==> config.mk <==
export PLATFORM = sky130hd
export DESIGN_NAME = arty_reset_sequencer
export DESIGN_NICKNAME = d
export VERILOG_FILES = /design/src/rtl/arty_reset_sequencer.sv
export SDC_FILE = /design/constraint.sdc
export NUM_CORES = 1
export LEC_CHECK = 0
export BUFFER_PORTS_ARGS = -buffer_cell sky130_fd_sc_hd__buf_2
export CAP_MARGIN = 20
export CORE_MARGIN = 1.5
export CORE_UTILIZATION = 35
export DETAILED_ROUTE_END_ITERATION = 16
export GPL_TIMING_DRIVEN = 1
export PLACE_DENSITY = 0.54
export RECOVER_POWER = 25
export SKIP_LAST_GASP = 1
export SYNTH_ARGS = -nofsm -noshare
export SYNTH_HDL_FRONTEND = slang
export SYNTH_SLANG_ARGS = --single-unit
==> constraint.sdc <==
create_clock -name i_clk_mhz -period 2.3 [get_ports i_clk_mhz]
set_clock_uncertainty 0.15 [all_clocks]
set_input_delay 0.115 -clock i_clk_mhz [delete_from_list [all_inputs] [get_ports i_clk_mhz]]
set_output_delay 0.115 -clock i_clk_mhz [all_outputs]
set_load 0.01 [all_outputs]
==> src/rtl/arty_reset_sequencer.sv <==
// Board reset sequencer: waits for a stable MMCM lock, then releases the domain
// resets one by one in index order, re-sequencing on lock loss or software request.
module arty_reset_sequencer #(
    parameter int c_NUM_DOMAINS        = 4,
    parameter int c_LOCK_STABLE_CYCLES = 1024,
    parameter int c_STAGE_GAP_CYCLES   = 16
) (
    input  logic                     i_clk_mhz,
    input  logic                     i_rstn_global,
    input  logic                     i_mmcm_locked,
    input  logic                     i_sw_rst_req,
    input  logic                     i_clr_lock_lost,
    output logic [c_NUM_DOMAINS-1:0] o_rst_domain,
    output logic                     o_seq_done,
    output logic                     o_lock_lost
);

    localparam int c_STABLE_W = $clog2(c_LOCK_STABLE_CYCLES + 1);
    localparam int c_GAP_W    = $clog2(c_STAGE_GAP_CYCLES + 1);

    localparam logic [c_STABLE_W-1:0] c_STABLE_LAST = c_STABLE_W'(c_LOCK_STABLE_CYCLES - 1);
    localparam logic [c_STABLE_W-1:0] c_STABLE_MAX  = c_STABLE_W'(c_LOCK_STABLE_CYCLES);
    localparam logic [c_GAP_W-1:0]    c_GAP_LAST    = c_GAP_W'(c_STAGE_GAP_CYCLES - 1);
    localparam logic [c_GAP_W-1:0]    c_GAP_MAX     = c_GAP_W'(c_STAGE_GAP_CYCLES);
    localparam logic [c_NUM_DOMAINS-1:0] c_ALL_ON   = {c_NUM_DOMAINS{1'b1}};

    localparam logic [1:0] S_WAIT_LOCK = 2'd0;
    localparam logic [1:0] S_RELEASE   = 2'd1;
    localparam logic [1:0] S_RUN       = 2'd2;
    localparam logic [1:0] S_HOLD      = 2'd3;

    logic                     lock_meta_q, lock_meta_d;
    logic                     lock_sync_q, lock_sync_d;
    logic [1:0]               state_q, state_d;
    logic [c_STABLE_W-1:0]    stable_cnt_q, stable_cnt_d;
    logic [c_GAP_W-1:0]       gap_cnt_q, gap_cnt_d;
    logic [c_NUM_DOMAINS-1:0] rst_q, rst_d;
    logic                     seq_done_q, seq_done_d;
    logic                     lock_lost_q, lock_lost_d;
    logic                     s_locked;
    logic [c_NUM_DOMAINS-1:0] next_rel;

    assign s_locked = lock_sync_q;

    always_comb begin
        lock_meta_d  = i_mmcm_locked;
        lock_sync_d  = lock_meta_q;
        state_d      = state_q;
        stable_cnt_d = stable_cnt_q;
        gap_cnt_d    = gap_cnt_q;
        rst_d        = rst_q;
        // Clear is applied first so a coincident set below wins.
        lock_lost_d  = lock_lost_q & ~i_clr_lock_lost;
        next_rel     = '0;

        case (state_q)
            S_WAIT_LOCK: begin
                if (s_locked) begin
                    if (stable_cnt_q == c_STABLE_LAST) begin
                        next_rel     = c_ALL_ON << 1;
                        rst_d        = next_rel;
                        stable_cnt_d = '0;
                        gap_cnt_d    = '0;
                        state_d      = (next_rel == '0) ? S_RUN : S_RELEASE;
                    end else if (stable_cnt_q != c_STABLE_MAX) begin
                        stable_cnt_d = stable_cnt_q + c_STABLE_W'(1);
                    end
                end else begin
                    stable_cnt_d = '0;
                end
            end
            S_RELEASE, S_RUN, S_HOLD: begin
                if (!s_locked) begin
                    state_d      = S_WAIT_LOCK;
                    rst_d        = c_ALL_ON;
                    stable_cnt_d = '0;
                    gap_cnt_d    = '0;
                    lock_lost_d  = 1'b1;
                end else if (i_sw_rst_req && (state_q != S_HOLD)) begin
                    state_d   = S_HOLD;
                    rst_d     = c_ALL_ON;
                    gap_cnt_d = '0;
                end else if (state_q == S_RELEASE) begin
                    if (gap_cnt_q == c_GAP_LAST) begin
                        next_rel  = rst_q << 1;
                        rst_d     = next_rel;
                        gap_cnt_d = '0;
                        if (next_rel == '0) begin
                            state_d = S_RUN;
                        end
                    end else if (gap_cnt_q != c_GAP_MAX) begin
                        gap_cnt_d = gap_cnt_q + c_GAP_W'(1);
                    end
                end else if (state_q == S_HOLD) begin
                    // Hold expires into a fresh lock-stable count.
                    if (gap_cnt_q == c_GAP_LAST) begin
                        state_d      = S_WAIT_LOCK;
                        gap_cnt_d    = '0;
                        stable_cnt_d = '0;
                    end else if (gap_cnt_q != c_GAP_MAX) begin
                        gap_cnt_d = gap_cnt_q + c_GAP_W'(1);
                    end
                end
            end
            default: begin
                state_d      = S_WAIT_LOCK;
                rst_d        = c_ALL_ON;
                stable_cnt_d = '0;
                gap_cnt_d    = '0;
            end
        endcase

        seq_done_d = (state_d == S_RUN);
    end

    always_ff @(posedge i_clk_mhz or negedge i_rstn_global) begin
        if (!i_rstn_global) begin
            lock_meta_q  <= 1'b0;
            lock_sync_q  <= 1'b0;
            state_q      <= S_WAIT_LOCK;
            stable_cnt_q <= '0;
            gap_cnt_q    <= '0;
            rst_q        <= c_ALL_ON;
            seq_done_q   <= 1'b0;
            lock_lost_q  <= 1'b0;
        end else begin
            lock_meta_q  <= lock_meta_d;
            lock_sync_q  <= lock_sync_d;
            state_q      <= state_d;
            stable_cnt_q <= stable_cnt_d;
            gap_cnt_q    <= gap_cnt_d;
            rst_q        <= rst_d;
            seq_done_q   <= seq_done_d;
            lock_lost_q  <= lock_lost_d;
        end
    end

    assign o_rst_domain = rst_q;
    assign o_seq_done   = seq_done_q;
    assign o_lock_lost  = lock_lost_q;

endmodule

# --- Word level (Yosys, flattened, before mapping) ---
# Index checks and enable logic that the tools add are counted.
totals:
  register_bits: 26
  in_bits: 5
  out_inout_bits: 6
  elab_cells: 75
classes:
  addsub: 2
  n_eq_ne: 19
  mux: 37
  bitwise_logic: 2
  reduce_logical: 7
ops:
  columns: ["operator", "n"]
  rows:
  - ["two-way mux 11 bit", 8]
  - ["two-way mux 5 bit", 8]
  - ["two-way mux 4 bit", 6]
  - ["one-hot mux 11 bit (2 select lines)", 1]
  - ["two-way mux 2 bit", 9]
  - ["inequality test 3 bit (second input constant)", 4]
  - ["inequality test 4 bit (second input constant)", 3]
  - ["adder 11 x 1 -> 11 bit (second input constant)", 1]
  - ["equality test 11 x 10 -> 1 bit (second input constant)", 1]
  - ["inequality test 11 bit (second input constant)", 1]
  - ["inequality test 5 bit (second input constant)", 2]
  - ["one-hot mux 5 bit (2 select lines)", 1]
  - ["one-hot mux 4 bit (2 select lines)", 1]
  - ["equality test 2 bit (second input constant)", 3]
  - ["inequality test 2 bit (second input constant)", 3]
  - ["adder 5 x 1 -> 5 bit (second input constant)", 1]
  - ["equality test 5 x 4 -> 1 bit (second input constant)", 1]
  - ["AND reduction 5 bit", 1]
  - ["zero test 4 bit", 1]
  - ["one-hot mux 2 bit (2 select lines)", 1]
  - ["AND reduction 4 bit", 1]
  - ["AND reduction 3 bit", 1]
  - ["OR reduction 3 bit", 1]
  - ["equality test 2 x 1 -> 1 bit (second input constant)", 1]
  - ["5 further kinds", 6]

# --- Logic depth before layout (Yosys ltp) ---
# Gate-level depths: netlist of the first run.
logic_depth:
  depth_word: 8
  mapped_depth: 6
  depth_no_buf: 6

# --- Worst setup path after synthesis of the first run ---
# Ideal clock, no wire load.
synth_timing:
  path_type: "register to register"
  startpoint: "register stable_cnt_q[0]"
  endpoint: "register seq_done_q (netlist: o_seq_done)"
  setup_ns: 0.131
  arrival_ns: 1.665
  required_time_ns: 2.019
  setup_slack_ns: 0.354
  stages_incl_launch_ff: 7
  n_path_buf: 1
  synth_period_minus_slack_ns: 1.946
  path_cell_list: "dfrtp_1 > ha_1 > nand3_2 > or4_4 > buf_6 > a211oi_2 > a211oi_1"
synth_between:
  elab_chain_len: 5
synth_lines:
  columns: ["item", "line", "rtl"]
  rows:
  - ["from (decl)", "35", "logic [c_STABLE_W-1:0] stable_cnt_q, stable_cnt_d;"]
  - ["from (signal assigned)", "130", "stable_cnt_q <= stable_cnt_d;"]
  - ["equality test 11 x 10 -> 1 bit", "59", "if (stable_cnt_q == c_STABLE_LAST) begin"]
  - ["two-way mux 2 bit", "59", null]
  - ["two-way mux 2 bit", "58", "if (s_locked) begin"]
  - ["one-hot mux 2 bit (2 select lines)", "56", "case (state_q)"]
  - ["net state_d[0]", "34", "logic [1:0] state_q, state_d;"]
  - ["equality test 2 bit", "113", "seq_done_d = (state_d == S_RUN);"]
  - ["net seq_done_d", "38", "logic seq_done_q, seq_done_d;"]
  - ["to (signal assigned)", "133", "seq_done_q <= seq_done_d;"]
  - ["to (decl)", "38", null]
# The timed path passes the listed nets, and every way through them passes these cells.
# A chain may end at the register's enable or synchronous reset.

# --- Final worst setup path of the first run ---
layout_timing:
  startpoint: "register stable_cnt_q[0]"
  endpoint: "register rst_q[2] (netlist: o_rst_domain[2])"
layout_between:
  elab_chain_len: 3
layout_lines:
  columns: ["item", "line", "rtl"]
  rows:
  - ["equality test 11 x 10 -> 1 bit", "59", null]
  - ["inequality test 2 bit (no source line)", null, null]
  - ["AND reduction 4 bit (no source line)", null, null]
  - ["to (signal assigned)", "123", "rst_q <= c_ALL_ON;"]
  - ["to (signal assigned)", "132", "rst_q <= rst_d;"]
  - ["to (decl)", "37", "logic [c_NUM_DOMAINS-1:0] rst_q, rst_d;"]
# No other way between the ends.

==> impl_metrics.toml, run 1 <==
[route]
drtIter0Drc = 78
drc = 0
wl_mm = 3.39
routedWlPerCell_um = 15.3
ant_nets = 0
via_per_inst = 5.71
vias = 1262
firstDrtPassIters = 4

[synthesis]
synth_edf_count = 0
syn_nets = 165
synth_cell_types = 50
ys_ff_latch = 26
yosys_warnings = 0
synth_cells = 156
ys.flop_type = "dfrtp_1"
mappedNetlistArea_mm2 = 0.00151
async_reset_ff_frac = 1.00
ys_seq_area_frac = 0.435
avgSynthCellArea_um2 = 9.66

[power]
vdd_drop_max_mv = 0.211
p_total_uw = 821
p_per_area_mw_per_mm2 = 481
p_leak_nw = 0.677

[placement]
placed_area_mm2 = 0.00162
gp_congestion = 0.832
dpl.hpwl_mm = 2.43
port_buffers = 10

[flow_run]
maxCapViolations = 0

[sta]
max_freq_mhz = 472
maxSlewHeadroom = 0.0421
drv_slew = 0
hold_violations = 0
setup_viol = 0
worstMarginPinSlew_ns = 1.44
tns_ns = 0
finalCritPeriodShare = 0.922
rsz0062_at_grt = "no"
finalCriticalPeriod_ns = 2.12

[worst_setup_path]
cp_data_required_time_ns = 2.37
cp-end-kind = "register"
crit_slowest_cell = "or4_1"
worstPathBufferInverterCount = 0
cp.arrival_ns = 2.19
cp_cell_sequence = "ha_1 > nand3_2 > or4_1 > a21oi_1 > o22a_1"
worstPathMaxFanout = 8
worstSetupPathType = "register to register"
crit_family = "simple AND/OR/NAND/NOR gates"
slowest_delay_ns = 0.59
crit_path_start_kind = "register"

[clocking]
path_clk_slew_ns = 0.09
clock-sinks = 26
clkLatencyLatePin_ns = 0.27
cts_htree_levels = 1
ctsResizeCount = 0
cts_buffer_depth = 2
cts_made_buffers = 3
cts_tree = "done"
cts_root_buf = "clkbuf_8"

[cells_and_area]
fin_util = 0.420
drive_gt1_frac = 0.158
n_antenna_cell = 0
final_area_mm2 = 0.00171
fin_nets = 181
syn2layout_area_growth_pct = 13.2

[global_route]
track_usage = 0.169
antenna_found_initial = 0
gr-total-overflow = 0
grt_max_degree = 27
grt_pass1_wl_mm = 5.96
grt_pass1_vias = 1221

[floorplan]
num_io_pins = 11
die_h_um = 68.6
start_util = 0.371
rows = 23
die_w_um = 68.6
fp.coreArea_mm2 = 0.00406
dieArea_mm2 = 0.00471

[min_path]
worstHoldPathType = "primary input to register"

[run_status]
status = "complete, no violations"
==> synthesized netlist by cell type (2+ instances only) <==
cell type | number | area (um^2)
o2111ai_1 | 2 | 17.5
o211ai_1 | 4 | 30.0
inv_1 | 16 | 60.1
mux2i_1 | 2 | 20.0
a31oi_1 | 4 | 25.0
xnor2_1 | 2 | 17.5
a21boi_0 | 3 | 22.5
or3_1 | 2 | 12.5
dfrtp_1 | 22 | 551
nand4_1 | 6 | 37.5
nand2_1 | 8 | 30.0
o31ai_1 | 2 | 15.0
nand3_1 | 11 | 55.1
a21oi_1 | 3 | 15.0
o21ai_0 | 9 | 45.0
o41ai_1 | 2 | 17.5
a32oi_1 | 3 | 26.3
nand2b_1 | 3 | 18.8
clkbuf_1 | 4 | 15.0
ha_1 | 4 | 50.1
or4_1 | 3 | 22.5
a211oi_1 | 2 | 15.0
o22a_1 | 3 | 26.3
o22ai_1 | 3 | 18.8
nand3b_1 | 5 | 37.5
dfstp_2 | 4 | 105
==> through the flow <==
stage	hold WS, ns	worst slack (ns)	cells
floorplan	-0.331	0.354	156
global placement	0.00534	0.270	214
detailed placement	0.0161	0.225	214
CTS	0.146	0.184	221
global route	0.198	0.0509	221
finish	0.148	0.179	221
==> metal layers <==
| metal | part of all wire | track usage |
|---|---|---|
| met1 | 0.51 | 0.235 |
| met5 | 0 | 0 |
| met4 | 0.0027 | 0.0450 |
| met2 | 0.45 | 0.266 |
| met3 | 0.034 | 0.0341 |
==> repair_timing <==
item,in CTS,in global routing
setup buffers,0,0
hold endpoints to repair,24,0
hold buffers,3,0
==> placed cells by master (no fill, tap or decap), types with 3 or more instances in the layout <==
| cell type | instances |
|---|---|
| dfrtp_1 | 22 |
| inv_1 | 16 |
| nand3_1 | 11 |
| o21ai_0 | 9 |
| buf_2 | 9 |
| nand2_1 | 8 |
| nand4_1 | 6 |
| nand3b_1 | 5 |
| buf_4 | 5 |
| a31oi_1 | 4 |
| o211ai_1 | 4 |
| ha_1 | 4 |
| clkbuf_8 | 4 |
| dfstp_2 | 4 |
| or4_1 | 3 |
| a21oi_1 | 3 |
| o22ai_1 | 3 |
| a21boi_0 | 3 |
| nand2b_1 | 3 |
| a32oi_1 | 3 |
| o22a_1 | 3 |
| dlygate4sd3_1 | 3 |
==> kinds of logic (layout without fill, tap and decap cells) <==
kind of cell,count (synthesis),count (layout),share of synthesized area
fa+ha+maj,5,5,0.0399
buf+inv,23,38,0.0631
xor+xnor,2,2,0.0116
simple gates,53,53,0.223
compound gates,45,45,0.214
flops,26,26,0.435
mux,2,2,0.0133
==> power breakdown <==
group | switching, mW | total [mW] | internal, mW | leakage [nW]
Clock | 0.143 | 0.296 | 0.153 | 0.0288
Sequential | 0.00737 | 0.470 | 0.463 | 0.342
Combinational | 0.0324 | 0.0542 | 0.0218 | 0.306
==> registers in the layout, indices dropped and copies added, names as in the netlist <==
| name | cells |
|---|---|
| gap_cnt_q | 5 |
| state_q | 2 |
| o_lock_lost | 1 |
| o_rst_domain | 4 |
| lock_sync_q | 1 |
| o_seq_done | 1 |
| stable_cnt_q | 11 |
| lock_meta_q | 1 |
==> final timing paths <==
| kind | start | endpoint | slack [ns] | depth (start not counted) |
|---|---|---|---|---|
| hold / removal | i_sw_rst_req | state_q[0] | 0.15 | 3 |
| hold reg to reg | lock_meta_q | lock_sync_q | 0.21 | 0 |
| max in group asynchronous | i_rstn_global | gap_cnt_q[1] | 0.60 | 2 |
| min in group asynchronous | i_rstn_global | o_lock_lost | 0.55 | 2 |
| setup reg to reg | stable_cnt_q[0] | o_rst_domain[2] | 0.18 | 5 |
| setup / recovery | stable_cnt_q[0] | o_rst_domain[2] | 0.18 | 5 |
==> area by class of cell <==
class | count | area (um^2)
clock buffer | 4 | 55.1
inverter | 16 | 60.1
fill | 401 | 2350
tap | 50 | 62.6
sequential | 26 | 656
timing repair buffer | 18 | 116
multi-input combinational | 107 | 756
==> worst min-delay path: stages <==
cell and delay, ns:
buf_2 0.13, o31ai_1 0.23, a211oi_2 0.05
Power figures use the tool's default switching activity.
==> run 2, diff against run 1 <==
ABC_AREA = 1   (was unset)
REMOVE_ABC_BUFFERS = 1   (was unset)
clock period = 2.01 ns   (was 2.3 ns; I/O delays follow)
==> run 2 against run 1 <==
Via count grew 0.32%. Area after synthesis grew 0.58%. Worst hold slack lost 0.053 ns. Largest cell class unchanged. Largest power group unchanged. Highest routed layer unchanged.
==> impl_metrics.toml, run 2 <==
[cells_and_area]
layout_common_cells = "nand2_1, nand3_1, inv_1, dfrtp_1, nor2_1"
final_cell_count_no_fill = 270
regArea_um2 = 656
fin_nets = 230
n_antenna_cell = 0
final_area_mm2 = 0.00171
fillers = 442
multiInputGateArea_um2 = 763
fin_util = 0.419
final_common_cell = "nand2_1"
largest_reg_flops = 11
regMostFlops = "stable_cnt_q"
syn2layout_area_growth_pct = 13.1
drive_gt1_frac = 0.177

[global_route]
track_usage = 0.138
grt_max_degree = 27
antenna_found_initial = 0
grt_pass1_vias = 1053
gr-total-overflow = 0
grt_pass1_wl_mm = 4.81

[sta]
finalCritPeriodShare = 0.893
hold_violations = 0
finalCriticalPeriod_ns = 1.79
setup_viol = 0
maxSlewHeadroom = 0.0904
max_freq_mhz = 557
setup_slack_ns = 0.215
tns_ns = 0
rsz0062_at_grt = "no"
worstMarginPinSlew_ns = 1.36
whs_ns = 0.0953
drv_slew = 0

[power]
swShare = 0.228
p_comb_frac = 0.062
vdd_drop_max_mv = 0.326
internal_power_uw = 693
p_leak_nw = 0.854
p_sw_uw = 205
clockPowerShare = 0.340
seqPwrFrac = 0.598
p_per_area_mw_per_mm2 = 524
p_total_uw = 898

[floorplan]
start_util = 0.371
num_io_pins = 11
rows = 23
fp.coreArea_mm2 = 0.00409
die_h_um = 68.8
dieArea_mm2 = 0.00473
die_w_um = 68.8

[synthesis]
mappedNetlistArea_mm2 = 0.00152
ys_seq_area_frac = 0.433
synth_edf_count = 0
avgSynthCellArea_um2 = 7.50
yosys_warnings = 0
synth_top_area_frac = 0.363
synth_cell_types = 24
ys.flop_type = "dfrtp_1"
yosysMostFrequentCell = "nand2_1"
async_reset_ff_frac = 1.00
ys_top_cells_by_area = "dfrtp_1, nand2_1, nand3_1"
synthTopCellsByCount = "nand2_1, nand3_1, dfrtp_1, inv_1, nor2_1"
synth_cells = 202
post-synth-top-area-cell = "dfrtp_1"
ys_ff_latch = 26

[placement]
dp.cells = 262
gp_congestion = 0.775
post-place-ws_ns = 0.157
placed_area_mm2 = 0.00163
dpl.hpwl_mm = 2.18
port_buffers = 10

[worst_setup_path]
worstSetupPathType = "register to register"
r2r_end = "stable_cnt_q[7]"
r2r_slack_ns = 0.22
endpoint = "stable_cnt_q[7]"
worstPathMaxFanout = 10
cp_data_required_time_ns = 2.02
cp.arrival_ns = 1.81
r2r-start = "stable_cnt_q[1]"
crit_path_start_kind = "register"
cp-end-kind = "register"
r2r_cells = 10
crit_path_start = "stable_cnt_q[1]"

[route]
drc = 0
drtIter0Drc = 44
wl_mm = 2.93
firstDrtPassIters = 4
ant_nets = 0
routedWlPerCell_um = 10.8
vias = 1266
via_per_inst = 4.69

[min_path]
worstHoldPathType = "primary input to register"

[clocking]
clkLatencyLatePin_ns = 0.27
path_clk_slew_ns = 0.09
cts_htree_levels = 1
cts_made_buffers = 3
cts_root_buf = "clkbuf_8"
cts_tree = "done"
cts_buffer_depth = 2
clock-sinks = 26

[flow_run]
maxCapViolations = 0

[run_status]
status = "complete, no violations"
==> run 2: power by group through the flow <==
stage / registers [mW] / logic (mW) / clock network [mW]
after floorplan: 0.546 / 0.0302 / 0
after global placement: 0.547 / 0.0508 / 0
after detailed placement: 0.548 / 0.0508 / 0
after CTS: 0.538 / 0.0555 / 0.319
after global routing: 0.539 / 0.0657 / 0.328
final: 0.537 / 0.0561 / 0.305
==> run 2: worst max-delay path: stages (launching register included) <==
cell and delay, ns:
dfrtp_1 0.41, ha_1 0.22, nand2_2 0.10, nor2_4 0.16
nand3_4 0.10, nand2_1 0.11, inv_2 0.04, nand2_2 0.09
nand2_2 0.16, nand2_1 0.09, nand2_1 0.05
==> run 2: layout make-up <==
type,count,area share
well taps,50,0.0365
repair buffers,14,0.0504
inverters,27,0.0591
clock buffers,4,0.0263
flip-flops and latches,26,0.382
multi-input cells,149,0.445
==> run 2: kinds of logic after synthesis <==
logic type               share of synthesized area
AND/OR/NAND/NOR                              0.378
buffers and inverters                       0.0669
flip-flops                                   0.433
AO/OA/AOI/OAI                               0.0603
XOR/XNOR                                    0.0289
adder cells (fa/ha/maj)                     0.0330
==> run 2: worst min path at each step <==
stage,startpoint,endpoint,cells past startpoint
final,i_sw_rst_req,gap_cnt_q[4],6
after detailed placement,i_rstn_global,stable_cnt_q[1],1
after CTS,i_sw_rst_req,gap_cnt_q[4],6
after floorplan,i_rstn_global,gap_cnt_q[0],0
after global routing,i_sw_rst_req,gap_cnt_q[4],6
after global placement,i_rstn_global,stable_cnt_q[2],1
==> run 2: repair_timing <==
action                     in CTS  in global routing
setup endpoints to repair       0                 10
buffers inserted                0                  1
gates resized for setup         0                  2
hold endpoints to repair       24                  0
hold buffers                    3                  0
==> run 2: per-layer routing <==
layer,track usage,vias up,wire length (um)
li1,-,669,-
met1,0.212,581,1580
met2,0.191,12,1250
met3,0.0195,4,45
met4,0.0588,0,49
met5,0,-,0
